## src/rtl/chunked_subtractor.sv

```systemverilog
// chunked_subtractor
//   Multi-cycle subtractor: d = a - b - borrow_in over BITS bits, computed
//   CHUNK bits per clock with the borrow carried between slices in a register.
//   The borrow chain is continuous across slices, so the result is identical
//   to a single BITS-wide subtraction (modulo 2^BITS).
//
// Handshakes (both sides): a transfer happens on a rising _clk edge where
//   valid & ready are both 1. The producer keeps operands stable while
//   _in_valid=1 and _in_ready=0. _out_valid stays high and _d_out/_b_out/_v_out
//   stay stable until _out_ready is seen. Neither ready nor valid depends
//   combinationally on the opposite side's signal.
//
// Ports:
//   _clk, _rst       clock (rising edge), asynchronous active-high reset
//   _in_valid/_in_ready, _a_in, _b_in, _b_in_borrow   operand side
//   _out_valid/_out_ready, _d_out, _b_out, _v_out     result side
//     _b_out : 1 iff unsigned a < b + borrow_in
//     _v_out : signed two's-complement overflow
//   _dbg_state       current FSM state (0=IDLE, 1=RUN, 2=DONE)

module chunked_subtractor #(
  parameter int BITS  = 32,
  parameter int CHUNK = 8
) (
  input  logic            _clk,
  input  logic            _rst,
  input  logic            _in_valid,
  output logic            _in_ready,
  input  logic [BITS-1:0] _a_in,
  input  logic [BITS-1:0] _b_in,
  input  logic            _b_in_borrow,
  output logic            _out_valid,
  input  logic            _out_ready,
  output logic [BITS-1:0] _d_out,
  output logic            _b_out,
  output logic            _v_out,
  output logic [1:0]      _dbg_state
);

  localparam int NCHUNK = BITS / CHUNK;
  localparam int IDXW   = (NCHUNK > 1) ? $clog2(NCHUNK) : 1;
  localparam logic [IDXW-1:0] LAST_IDX = IDXW'(NCHUNK - 1);

  generate
    if (CHUNK < 1 || (BITS % CHUNK) != 0) begin : g_bad_chunk
      $error("chunked_subtractor: BITS must be a positive multiple of CHUNK");
    end
  endgenerate

  typedef enum logic [1:0] {
    S_IDLE = 2'd0,
    S_RUN  = 2'd1,
    S_DONE = 2'd2
  } state_t;

  state_t          state_q, state_d;
  logic [BITS-1:0] a_q, a_d;
  logic [BITS-1:0] b_q, b_d;
  logic [BITS-1:0] dif_q, dif_d;
  logic            borrow_q, borrow_d;
  logic [IDXW-1:0] idx_q, idx_d;
  logic            bout_q, bout_d;
  logic            vout_q, vout_d;

  logic [CHUNK-1:0] a_slice, b_slice, diff_slice;
  logic             slice_borrow;

  // Select the current slice with constant part-selects so every mux leg is static.
  always_comb begin
    a_slice = '0;
    b_slice = '0;
    for (int k = 0; k < NCHUNK; k++) begin
      if (idx_q == IDXW'(k)) begin
        a_slice = a_q[k*CHUNK +: CHUNK];
        b_slice = b_q[k*CHUNK +: CHUNK];
      end
    end
  end

  // CHUNK-bit ripple-borrow chain in generate/propagate form:
  //   generate  : a=0, b=1 always borrows
  //   propagate : a==b passes the incoming borrow through
  always_comb begin
    logic bc;
    bc         = borrow_q;
    diff_slice = '0;
    for (int i = 0; i < CHUNK; i++) begin
      diff_slice[i] = a_slice[i] ^ b_slice[i] ^ bc;
      bc = (~a_slice[i] & b_slice[i]) | (~(a_slice[i] ^ b_slice[i]) & bc);
    end
    slice_borrow = bc;
  end

  // Next-state and datapath update.
  always_comb begin
    state_d  = state_q;
    a_d      = a_q;
    b_d      = b_q;
    dif_d    = dif_q;
    borrow_d = borrow_q;
    idx_d    = idx_q;
    bout_d   = bout_q;
    vout_d   = vout_q;
    case (state_q)
      S_IDLE: begin
        if (_in_valid) begin
          a_d      = _a_in;
          b_d      = _b_in;
          borrow_d = _b_in_borrow;
          idx_d    = '0;
          state_d  = S_RUN;
        end
      end
      S_RUN: begin
        for (int k = 0; k < NCHUNK; k++) begin
          if (idx_q == IDXW'(k)) dif_d[k*CHUNK +: CHUNK] = diff_slice;
        end
        borrow_d = slice_borrow;
        if (idx_q == LAST_IDX) begin
          // The last slice holds the sign bit, so diff_slice[CHUNK-1] is diff[BITS-1].
          bout_d  = slice_borrow;
          vout_d  = (a_q[BITS-1] != b_q[BITS-1]) & (diff_slice[CHUNK-1] != a_q[BITS-1]);
          state_d = S_DONE;
        end else begin
          idx_d = idx_q + IDXW'(1);
        end
      end
      S_DONE: begin
        if (_out_ready) state_d = S_IDLE;
      end
      default: state_d = S_IDLE;
    endcase
  end

  always_ff @(posedge _clk or posedge _rst) begin
    if (_rst) begin
      state_q  <= S_IDLE;
      a_q      <= '0;
      b_q      <= '0;
      dif_q    <= '0;
      borrow_q <= 1'b0;
      idx_q    <= '0;
      bout_q   <= 1'b0;
      vout_q   <= 1'b0;
    end else begin
      state_q  <= state_d;
      a_q      <= a_d;
      b_q      <= b_d;
      dif_q    <= dif_d;
      borrow_q <= borrow_d;
      idx_q    <= idx_d;
      bout_q   <= bout_d;
      vout_q   <= vout_d;
    end
  end

  // Handshake outputs come straight from the state register.
  assign _in_ready  = (state_q == S_IDLE);
  assign _out_valid = (state_q == S_DONE);
  assign _d_out     = dif_q;
  assign _b_out     = bout_q;
  assign _v_out     = vout_q;
  assign _dbg_state = state_q;

endmodule

```

## config.mk

```make
export PLATFORM = sky130hd
export DESIGN_NAME = chunked_subtractor
export DESIGN_NICKNAME = d
export VERILOG_FILES = /design/src/rtl/chunked_subtractor.sv
export SDC_FILE = /design/constraint.sdc
export NUM_CORES = 1
export LEC_CHECK = 0
export ABC_AREA = 1
export BUFFER_PORTS_ARGS = -buffer_cell sky130_fd_sc_hd__buf_4
export CORE_MARGIN = 8
export CORE_UTILIZATION = 54
export DETAILED_ROUTE_END_ITERATION = 10
export HOLD_SLACK_MARGIN = 0.15
export PLACE_DENSITY = 0.75
export SYNTH_ARGS = -nofsm -noshare
export SYNTH_HDL_FRONTEND = slang
export SYNTH_SLANG_ARGS = --single-unit
export TNS_END_PERCENT = 30
```

## constraint.sdc

```tcl
create_clock -name _clk -period 5.7 [get_ports _clk]
set_input_delay 0.57 -clock _clk [delete_from_list [all_inputs] [get_ports _clk]]
set_output_delay 0.57 -clock _clk [all_outputs]
set_load 0.03 [all_outputs]
```

## After elaboration in Yosys (flattened, before gate mapping)

Index checks and enable logic that the tools add are counted.

| storage, ports and cells | value |
|---|---|
| bits of input ports | 69 |
| word-level logic and storage cells | 108 |
| register bits | 103 |

| cells by class | value |
|---|---|
| $add $sub $neg | 1 |
| eq/ne operators | 11 |
| multiplexer cells | 17 |
| bitwise logic cells | 57 |
| reduce and logical (&&, ||, !) cells | 11 |

Operators with widths:

| kind | count |
|---|---|
| 8-bit two-way mux | 8 |
| 1-bit bitwise AND | 17 |
| 1-bit NOT | 16 |
| 1-bit bitwise XOR | 16 |
| 2-bit AND reduction | 6 |
| 2-bit two-way mux | 5 |
| 1-bit OR | 8 |
| 2-bit == test (second input constant) | 3 |
| 2-bit != test (second input constant) | 3 |
| 2-bit case mux with 3 select lines | 1 |
| 3-bit AND reduction | 2 |
| 2-bit by 1-bit == test with 1-bit output (second input constant) | 2 |
| 2-bit zero test | 2 |
| 2-bit case mux with 2 select lines | 1 |
| 2-bit by 1-bit adder with 2-bit output (second input constant) | 1 |
| 1-bit != test | 2 |
| 2-bit by 1-bit != test with 1-bit output (second input constant) | 1 |
| 1-bit case mux with 2 select lines | 1 |
| 2-bit nonzero test | 1 |
| 1-bit two-way mux | 1 |

## Depth between registers and ports, before layout

Gate-level depths: netlist (run 1).

| logic depth | value |
|---|---|
| depth after elaboration | 24 |
| depth in mapped cells | 21 |
| depth with buffers taken out | 21 |

## Worst setup path before layout (run 1)

OpenSTA, ideal clock, no wires.

| timing | value |
|---|---|
| path type | register to register |
| start | register idx_q[0] |
| end | register vout_q, in the netlist _v_out |
| required time | 5.635 ns |
| data arrival time | 4.577 ns |
| path buffers | 1 |
| stages on the path, launching flop included | 20 |
| slack | 1.058 ns |
| cells stage by stage | dfrtp_1 inv_1 ha_1 buf_2 nand3_1 nand2_1 a21boi_0 fa_1 inv_1 fa_1 fa_1 fa_1 fa_1 fa_1 fa_1 fa_1 inv_1 o21ai_0 nand3_1 nand2_1 |

| between the ends | value |
|---|---|
| word-level cells in the longest chain between the ends | 24 |

RTL lines:

| what | line | source |
|---|---|---|
| start: declaration | 61 | `logic [IDXW-1:0] idx_q, idx_d;` |
| start signal: assignment | 151 | `idx_q <= idx_d;` |
| 2-bit zero test | 73 | `if (idx_q == IDXW'(k)) begin` |
| 8-bit two-way mux (4 in series) | 73 |  |
| 1-bit bitwise XOR | 89 | `bc = (~a_slice[i] & b_slice[i]) \| (~(a_slice[i] ^ b_slice[i]) & bc);` |
| 1-bit NOT | 89 |  |
| 1-bit bitwise AND | 89 |  |
| 1-bit OR | 89 |  |
| 1-bit bitwise AND | 89 |  |
| 1-bit OR | 89 |  |
| [... 6 more ...] | -- |  |
| 1-bit bitwise AND | 89 |  |
| 1-bit OR | 89 |  |
| 1-bit bitwise AND | 89 |  |
| 1-bit OR | 89 |  |
| 1-bit bitwise XOR * | 88 | `diff_slice[i] = a_slice[i] ^ b_slice[i] ^ bc;` |
| net diff_slice[7] | 65 | `logic [CHUNK-1:0] a_slice, b_slice, diff_slice;` |
| 1-bit != test * | 122 | `vout_d = (a_q[BITS-1] != b_q[BITS-1]) & (diff_slice[CHUNK-1] != a_q[BITS-1]);` |
| 1-bit bitwise AND * | 122 |  |
| end signal: assignment | 153 | `vout_q <= vout_d;` |
| end: declaration | 63 | `logic vout_q, vout_d;` |

The timed path passes the listed nets; every way through them passes the cells marked *.
A chain may end at the register's enable or synchronous reset.

## Worst setup path after layout (run 1)

Ends and elaborated chain as after synthesis.

==> results of run 1 <==
state kept, by name (all words and copies together), names as in the netlist:
register,count
_b_out,1
_d_out,32
_dbg_state,2
_v_out,1
a_q,32
b_q,32
borrow_q,1
idx_q,2
cells in the mapped netlist:
cell type  instances  area share
o31ai_1            1      0.0015
fa_1               8       0.033
a21oi_1           49       0.050
ha_1               4       0.010
nand4_1            1      0.0013
nor2_1            27       0.021
buf_2             21       0.022
inv_1             38       0.029
o21ai_2           18       0.032
o21ai_0            3      0.0031
nor2_4             2      0.0046
nand3_1           58       0.060
a21boi_0           4      0.0062
buf_6              5       0.012
inv_2              1     0.00077
dfrtp_1          103        0.53
nand2_4            3      0.0069
o21ai_1           16       0.016
clkbuf_1           7      0.0054
nand2_1          190        0.15
nand2_2            6      0.0077
metrics by stage:
stage | setup slack [ps] | util | std cells | hold slack (ps) | cell area (µm²)
floorplan | 1060 | - | 565 | 442 | 4860
global placement | 665 | 0.647 | 751 | 457 | 5650
detailed placement | 497 | 0.647 | 751 | 462 | 5650
CTS | 453 | 0.670 | 767 | 297 | 5850
global route | 55.7 | 0.670 | 767 | 320 | 5850
finish | 368 | 0.670 | 767 | 275 | 5850
final cells by class:
class | count | area share
sequential | 103 | 0.441
multi-input combinational | 390 | 0.334
timing repair buffer | 111 | 0.143
inverter | 39 | 0.0255
clock buffer | 12 | 0.0248
tap | 108 | 0.0231
clock inverter | 4 | 0.00942
power by group:
part           switching (mW)  internal [mW]
Combinational            1.66          0.767
Clock                   0.247          0.217
Sequential              0.218           1.08
Total                    2.13           2.07
kinds of logic (layout without fill, tap and decap cells):
group / Yosys count / count (layout)
and+or+nand+nor: 287 / 287
buffers and inverters: 72 / 166
DFF: 103 / 103
AOI/OAI and AO/OA: 91 / 91
adders and majority gates: 12 / 12
cells in the final DEF, fill, tap and decap left out, types with 4 or more instances in the layout:
cell,count
nand2_1,190
buf_4,111
dfrtp_1,103
nand3_1,58
a21oi_1,49
inv_1,37
nor2_1,27
o21ai_2,18
o21ai_1,16
clkbuf_8,10
fa_1,8
nand2_2,6
a21boi_0,4
ha_1,4
metal layers:
layer,GRT usage,share of wire,vias to the layer above
met5,0,0,-
met1,0.268,0.44,1989
li1,-,-,1983
met4,0.0748,0.019,0
met3,0.0487,0.058,18
met2,0.321,0.49,135
worst max-delay path, delay by kind of cell (launching register included):
family | cells | cell delay, ps
compound gates | 1 | 170
flops | 1 | 450
simple gates | 7 | 740
fa+ha+maj | 9 | 3570
buf+inv | 4 | 350
worst paths after layout:
kind / from / endpoint
setup / recovery: idx_q[0] / _v_out
hold / removal: _rst / b_q[13]
setup reg to reg: idx_q[0] / _v_out
hold reg to reg: a_q[24] / a_q[24]
max in group asynchronous: _rst / b_q[29]
min in group _clk: _out_ready / _dbg_state[1]
==> metrics.md, run 1 <==
| Metric | Value |
|---|---|
| Run status | `complete, no violations` |
| R2R Setup Slk | `370 ps` |
| Layout cells sized above 1 | `0.237` |
| Residual DRC count | `0` |
| Element type at the critical path end | `flop` |
| Fin crit share | `0.935` |
| Fillers | `776` |
| # setup viols final | `0` |
| Max stage delay cell, worst path | `fa_1` |
| Least-Margin Pin Slew | `907 ps` |
| Die X | `about 110 µm` |
| Most frequent cell on the critical path | `fa_1` |
| Die height | `111 µm` |
| Cells along the critical path | `inv_1 > ha_1 > inv_1 > nor2_1 > nand2_1 > nand2_1 > nand2_1 > nand2_1 > fa_1 > inv_1 > fa_1 > fa_1 > fa_1 > fa_1 > fa_1 > fa_1 > fa_1 > inv_1 > o21ai_0 > nand3_1 > nand2_1` |
| CTS Buffer Depth | `2` |
| CP max FO | `13` |
| Setup TNS Final | `0 ps` |
| Synth Area in Compound Gates | `0.110` |
| Adder-Cell Fraction of Synth Area | `0.0432` |
| Register area | `0.00258 mm²` |
| Multi-input logic area | `a little under 0.002 mm²` |
| Max rail drop VDD | `0.320 mV` |
| Clock sinks | `103` |
| Mapped Nets | `646` |
| NumNets Final | `around 740` |
| Num rows | `34` |
| Routed wire per std cell | `16.1 µm` |
| Synth Warn # | `0` |
| Synthesized flop and latch total | `103` |
| Post-Syn Area per Cell | `between 8 and 9 µm²` |
| CTS Root Cell | `clkbuf_8` |
| Vias in the first global route | `4080` |
| Post_cts resized | `0` |
| Total leakage power | `between 3 and 4 nW` |
| Worst-Skew Late Latency | `370 ps` |
| Overall Power | `4.20 mW` |
| Slew HR | `0.394` |
| RSZ-0062 raised after global routing | `false` |
| Setup CP Type | `reg -> reg` |
| Area growth syn-to-layout | `20.2%` |
| ANT cells | `0` |
| Initial antenna violation count | `0` |
| Routed WL | `12300 µm` |
| Minimum clock period | `5330 ps` |
| Die area | `approximately 0.012 mm²` |
| Number of max-cap violations | `0` |
| Drt first pass iters | `5` |
| Worst clock skew | `13.4 ps` |
| Port Buffers | `106` |
| Multiplexer share of the synthesized area | `0` |
| First-pass GRT wire length | `20800 µm` |
| Reg2Reg Depth | `21` |
| Post-route ant nets | `0` |
| Worst Hold Class | `in -> async` |
| Distinct cells, synth | `21` |
| H-tree depth | `3` |
| Grt ovf | `0` |
| Crit start category | `flop` |
| Xor and xnor fraction of the mapped netlist area | `0` |
| Hpwl dp | `9280 µm` |
| Synth Instances | `565` |
| GP Congestion | `0.878` |
| Core area | `roughly 0.0087 mm²` |
| Vias per cell | `between 5 and 6` |
| CP arrival | `around 5600 ps` |
| CTS tree | `done` |
| Starting Density | `0.558` |
| Pwr dens | `a little over 700 mW/mm²` |
| Simple-Gate Fraction of Synth Area | `0.248` |
| All-Layer GR Usage | `0.204` |
| Largest family of logic cells by synthesized area | `simple AND/OR/NAND/NOR gates` |
| Fin. max-slew vios | `0` |
| Cell Area, Synth | `0.00486 mm²` |
| Required time of the critical path | `6010 ps` |
| Fin. Hold Viols | `0` |
| # Post-CTS Setup Buffers | `0` |
| Largest net degree at the start of global routing | `91` |
| Clk slew on worst S/H paths | `100 ps` |
| Num CTS Buffers | `9` |
| Number of vias in the routed layout | `4125` |
| Cts hold-fix bufs | `0` |
| Sequential area share after synthesis | `0.530` |
| Critical Path Max Stage Delay | `between 500 and 600 ps` |
| Boundary Pins | `between 100 and 150` |
| 1st-iter DRT viols | `~170` |
| Maximum clock rate | `0.188 GHz` |
(Power assumes the default switching activity.)
==> run 2: changes to the inputs <==
--- a/config.mk
+++ b/config.mk
@@ -12,6 +12,7 @@
 export DETAILED_ROUTE_END_ITERATION = 10
 export HOLD_SLACK_MARGIN = 0.15
 export PLACE_DENSITY = 0.75
+export RECOVER_POWER = 50
 export SYNTH_ARGS = -nofsm -noshare
 export SYNTH_HDL_FRONTEND = slang
 export SYNTH_SLANG_ARGS = --single-unit
==> run 2 against run 1 <==
The flow now finishes with violations (max-capacitance violations, max-slew violations). Critical path type unchanged. First-iteration DRC count is 30% higher. Cell area is 2.3% lower. Worst hold slack better by 98 ps. Largest power group unchanged. Setup slack better by 10 ps.
==> metrics.md, run 2 (synthesis results as in run 1) <==
| Metric | Value |
|---|---|
| GP Congestion | `0.878` |
| First-pass GRT wire length | `20800 µm` |
| Number of vias in the routed layout | `a little over 4000` |
| Worst Hold Class | `in -> reg` |
| Slew HR | `-0.851` |
| Placed Area | `around 0.0056 mm²` |
| Crit path max-delay family | `adder cells` |
| Worst clock skew | `13.3 ps` |
| Number of max-cap violations | `2` |
| Commonest non-fill, non-tap cell in the layout | `nand2_1` |
| Num CTS Buffers | `9` |
| Required time of the critical path | `between 6000 and 7000 ps` |
| Run status | `finished with violations` |
| H-tree depth | `3` |
| DR top layer | `met4` |
| Metal3 WL | `between 700 and 800 µm` |
| Total leakage power | `just under 3 nW` |
| Element type at the critical path end | `flop` |
| Max stage delay cell, worst path | `fa_1` |
| Met1 WL | `5510 µm` |
| Post_cts resized | `0` |
| RSZ-0062 raised after global routing | `false` |
| Drt first pass iters | `6` |
| CP max FO | `13` |
| 1st-iter DRT viols | `219` |
| Fin. max-slew vios | `106` |
| Area growth syn-to-layout | `17.5%` |
| Num rows | `34` |
| Cts hold-fix bufs | `0` |
| Boundary Pins | `107` |
| Maximum clock rate | `0.188 GHz` |
| Routed wire per std cell | `16.2 µm` |
| Starting Density | `0.558` |
| Vias per cell | `between 5 and 6` |
| Failing checks | `max-capacitance violations, max-slew violations` |
| CTS tree | `done` |
| # Post-CTS Setup Buffers | `0` |
| Grt ovf | `0` |
| Crit start category | `flop` |
| All-Layer GR Usage | `0.204` |
| Core area | `a little under 0.009 mm²` |
| Largest net degree at the start of global routing | `91` |
| Fin crit share | `0.934` |
| Initial antenna violation count | `0` |
| ANT cells | `0` |
| Layout cells sized above 1 | `0.184` |
| Die X | `roughly 110 µm` |
| # setup viols final | `0` |
| Die height | `around 110 µm` |
| Pwr dens | `719 mW/mm²` |
| Least-Margin Pin Slew | `2780 ps` |
| NumNets Final | `735` |
| Vias in the first global route | `4080` |
| CTS Buffer Depth | `2` |
| CTS Root Cell | `clkbuf_8` |
| Fin Hold WS | `between 300 and 400 ps` |
| Residual DRC count | `0` |
| Minimum clock period | `5320 ps` |
| Clock sinks | `103` |
| Die area | `~0.012 mm²` |
| Port Buffers | `106` |
| Hpwl dp | `9280 µm` |
| CP arrival | `~5600 ps` |
| Finished Cell Area | `0.00571 mm²` |
| Commonest non-fill, non-tap cells in the layout | `190 x nand2_1, 103 x dfrtp_1, 75 x buf_4, 58 x nand3_1, 49 x a21oi_1` |
| Clk slew on worst S/H paths | `100 ps` |
| Setup CP Type | `reg -> reg` |
| Setup TNS Final | `0 ps` |
| Routed WL | `12400 µm` |
| Worst-Skew Late Latency | `370 ps` |
| Met2 wire len | `5980 µm` |
| Max rail drop VDD | `approximately 0.32 mV` |
| Post-route ant nets | `0` |
| WP buf/inv | `4` |
| Critical Path Max Stage Delay | `520 ps` |
| Most frequent cell on the critical path | `fa_1` |
| Cells along the critical path | `inv_1 > ha_1 > inv_1 > nor2_1 > nand2_1 > nand2_1 > nand2_1 > nand2_1 > fa_1 > inv_1 > fa_1 > fa_1 > fa_1 > fa_1 > fa_1 > fa_1 > fa_1 > inv_1 > o21ai_0 > nand3_1 > nand2_1` |
| Fin. Hold Viols | `0` |
| Fillers | `813` |
-- run 2: cell count changes in the layout (fill, tap and decap cells not counted), sizes merged --
cell      delta
inv          -1
clkbuf      +36
buf         -36
clkinvlp     +1
-- run 2: final cells by class --
cell class | instances | area (µm²) | area share
inverter | 39 | 148 | 0.0258
timing repair buffer | 111 | 702 | 0.123
clock buffer | 12 | 145 | 0.0254
clock inverter | 4 | 55.1 | 0.00964
multi-input combinational | 390 | 1950 | 0.341
tap | 108 | 135 | 0.0237
sequential | 103 | 2580 | 0.451
-- run 2: metrics by stage --
step / power [mW] / setup WS, ps / cells / util
2_1_floorplan: 3.01 / 1060 / 565 / -
3_3_place_gp: 3.68 / 665 / 751 / 0.647
3_5_place_dp: 3.76 / 497 / 751 / 0.647
4_1_cts: 4.23 / 453 / 767 / 0.670
5_1_grt: 4.47 / 55.7 / 767 / 0.655
6_report: 4.11 / 378 / 767 / 0.655
-- run 2: worst reg2reg max path, cell delays in order (launching register included) --
cell and delay, ps:
dfrtp_1 450, inv_1 110, ha_1 460, inv_1 80, nor2_1 250, nand2_1 110
nand2_1 90, nand2_1 50, nand2_1 70, fa_1 160, inv_1 60, fa_1 410
fa_1 410, fa_1 390, fa_1 400, fa_1 390, fa_1 410, fa_1 530
inv_1 100, o21ai_0 170, nand3_1 100, nand2_1 70
-- run 2: power breakdown --
group          internal (mW)  switching, mW
clock network          0.217          0.246
logic                  0.675           1.67
registers               1.08          0.217
-- run 2: path summary, 6_finish.rpt --
kind / from / slack, ps / endpoint / cells past startpoint
setup / recovery: idx_q[0] / 380 / _v_out / 21
hold / removal: _out_ready / 370 / _dbg_state[1] / 2
setup reg to reg: idx_q[0] / 380 / _v_out / 21
hold reg to reg: a_q[24] / 480 / a_q[24] / 2
max in group asynchronous: _rst / 1560 / b_q[29] / 3
min in group asynchronous: _rst / 780 / b_q[13] / 2
-- run 2: per-layer routing --
| metal | global-route usage | up-vias |
|---|---|---|
| met1 | 0.268 | 1989 |
| met4 | 0.0748 | 0 |
| li1 | - | 1981 |
| met2 | 0.321 | 126 |
| met3 | 0.0487 | 16 |
| met5 | 0 | - |
==> run 3: changes to the inputs <==
--- a/config.mk
+++ b/config.mk
@@ -8,10 +8,10 @@
 export ABC_AREA = 1
 export BUFFER_PORTS_ARGS = -buffer_cell sky130_fd_sc_hd__buf_4
 export CORE_MARGIN = 8
-export CORE_UTILIZATION = 54
+export CORE_UTILIZATION = 58
 export DETAILED_ROUTE_END_ITERATION = 10
 export HOLD_SLACK_MARGIN = 0.15
-export PLACE_DENSITY = 0.75
+export PLACE_DENSITY = 0.8
 export RECOVER_POWER = 50
 export SYNTH_ARGS = -nofsm -noshare
 export SYNTH_HDL_FRONTEND = slang
==> constraint.sdc (replaced) <==
create_clock -name _clk -period 6.4 [get_ports _clk]
set_input_delay 0.64 -clock _clk [delete_from_list [all_inputs] [get_ports _clk]]
set_output_delay 0.64 -clock _clk [all_outputs]
set_load 0.03 [all_outputs]
==> run 3 against run 2 <==
Die area is 5.9% lower. Global-route usage rose by 1.3 points. Largest power group unchanged. Routed wire length shrank 0.75%. Critical path depth is the same. The run still ends with max-capacitance violations, max-slew violations left. Critical path type unchanged. Setup slack gained 790 ps. Worst hold slack better by 80 ps. Register-to-register slack better by 790 ps. Via count decreased by 2.4%.
==> metrics.md, run 3 (synthesis results as in run 1) <==
| Metric | Value |
|---|---|
| Run status | `finished with violations` |
| Failing checks | `max-capacitance violations, max-slew violations` |
| Crit path max-delay family | `adder cells` |
| Die area | `0.0116 mm²` |
| Clk slew on worst S/H paths | `100 ps` |
| Commonest non-fill, non-tap cell in the layout | `nand2_1` |
| Fin. Hold Viols | `0` |
| CTS Buffer Depth | `2` |
| Worst clock skew | `around 11 ps` |
| Area growth syn-to-layout | `16.8%` |
| Seq pwr share | `0.318` |
| Post-route ant nets | `0` |
| Largest net degree at the start of global routing | `91` |
| Clock share of power | `0.101` |
| Setup TNS Final | `0 ps` |
| Layout cells sized above 1 | `0.185` |
| Worst Hold Class | `in -> reg` |
| Hpwl dp | `just over 9000 µm` |
| Fin crit share | `0.818` |
| Core Util, Final | `0.695` |
| Minimum clock period | `5240 ps` |
| CTS Root Cell | `clkbuf_8` |
| Element type at the critical path end | `flop` |
| Num CTS Buffers | `9` |
| Die X | `108 µm` |
| Initial antenna violation count | `0` |
| Post_cts resized | `0` |
| Critical Path Max Stage Delay | `530 ps` |
| Num rows | `33` |
| Drt first pass iters | `5` |
| Max rail drop VDD | `0.380 mV` |
| First-pass GRT wire length | `20000 µm` |
| Number of max-cap violations | `2` |
| Pre-CTS WS | `1260 ps` |
| Comb power frac | `0.581` |
| Maximum clock rate | `approximately 0.19 GHz` |
| CP arrival | `5550 ps` |
| # setup viols final | `0` |
| CP max FO | `13` |
| Required time of the critical path | `6710 ps` |
| CTS tree | `done` |
| Total leakage power | `2.97 nW` |
| Grt ovf | `0` |
| Cells along the critical path | `inv_1 > ha_1 > inv_1 > nor2_1 > nand2_1 > nand2_1 > nand2_1 > nand2_1 > fa_1 > inv_1 > fa_1 > fa_1 > fa_1 > fa_1 > fa_1 > fa_1 > fa_1 > inv_1 > o21ai_0 > nand3_1 > nand2_1` |
| # Post-CTS Setup Buffers | `0` |
| Most frequent cell on the critical path | `fa_1` |
| Switch share | `0.525` |
| Routed WL | `12300 µm` |
| H-tree depth | `3` |
| ANT cells | `0` |
| Port Buffers | `roughly 110` |
| Fin. max-slew vios | `106` |
| Max stage delay cell, worst path | `fa_1` |
| Number of vias in the routed layout | `4012` |
| Cts hold-fix bufs | `0` |
| Vias in the first global route | `4005` |
| RSZ-0062 raised after global routing | `false` |
| NumNets Final | `735` |
| Starting Density | `0.595` |
| Overall Power | `between 3 and 4 mW` |
| WP buf/inv | `4` |
| Setup CP Type | `reg -> reg` |
| GP Congestion | `between 0.9 and 1` |
| Core area | `between 0.008 and 0.009 mm²` |
| Residual DRC count | `0` |
| 1st-iter DRT viols | `201` |
| Pwr dens | `between 600 and 700 mW/mm²` |
| Fin Hold WS | `453 ps` |
| All-Layer GR Usage | `0.217` |
| Net Switching | `approximately 1.9 mW` |
| Worst-Skew Late Latency | `370 ps` |
| Fillers | `708` |
| Clock sinks | `103` |
| Commonest non-fill, non-tap cells in the layout | `190 x nand2_1, 103 x dfrtp_1, 75 x buf_4, 58 x nand3_1, 49 x a21oi_1` |
| Die height | `between 100 and 150 µm` |
| Crit start category | `flop` |
| Pint | `1.74 mW` |
| Vias per cell | `between 5 and 6` |
| Boundary Pins | `107` |
| Routed wire per std cell | `16.1 µm` |
| Least-Margin Pin Slew | `around 3000 ps` |
| Final worst slack | `1160 ps` |
| Slew HR | `-1.04` |
run 3: power by group through the flow:
stage	sequential (mW)	clock, mW	combinational [mW]
finish	1.16	0.370	2.12
global route	1.19	0.397	2.37
CTS	1.16	0.374	2.22
detailed placement	1.17	0	2.22
global placement	1.16	0	2.15
floorplan	1.31	0	1.37
run 3: final cells by class:
class                   instances  area (µm²)  area share
inverters                      39         148      0.0260
repair buffers                111         702       0.124
clock inverters                 6        43.8     0.00771
clock buffers                  10         128      0.0225
well taps                     105         131      0.0231
flip-flops and latches        103        2580       0.454
multi-input cells             390        1950       0.343
run 3: metal layers:
layer	vias to the layer above	part of all wire	track usage
met1	1911	0.43	0.272
met3	13	0.059	0.0491
met5	-	0	0
met2	114	0.50	0.369
met4	0	0.014	0.0605
li1	1974	-	-
run 3: metrics by stage:
stage,area [µm²],instances
after floorplan,4860,565
after global placement,5640,748
after detailed placement,5640,748
after CTS,5810,764
after global routing,5680,764
final,5680,764
run 3: worst paths after layout:
path,start,endpoint,slack [ps],depth (start not counted)
hold / removal,_out_ready,_dbg_state[1],450,2
setup / recovery,idx_q[0],_v_out,1160,21
hold reg to reg,a_q[1],a_q[1],480,2
setup reg to reg,idx_q[0],_v_out,1160,21
min in group asynchronous,_rst,b_q[14],740,2
max in group asynchronous,_rst,a_q[27],2110,3
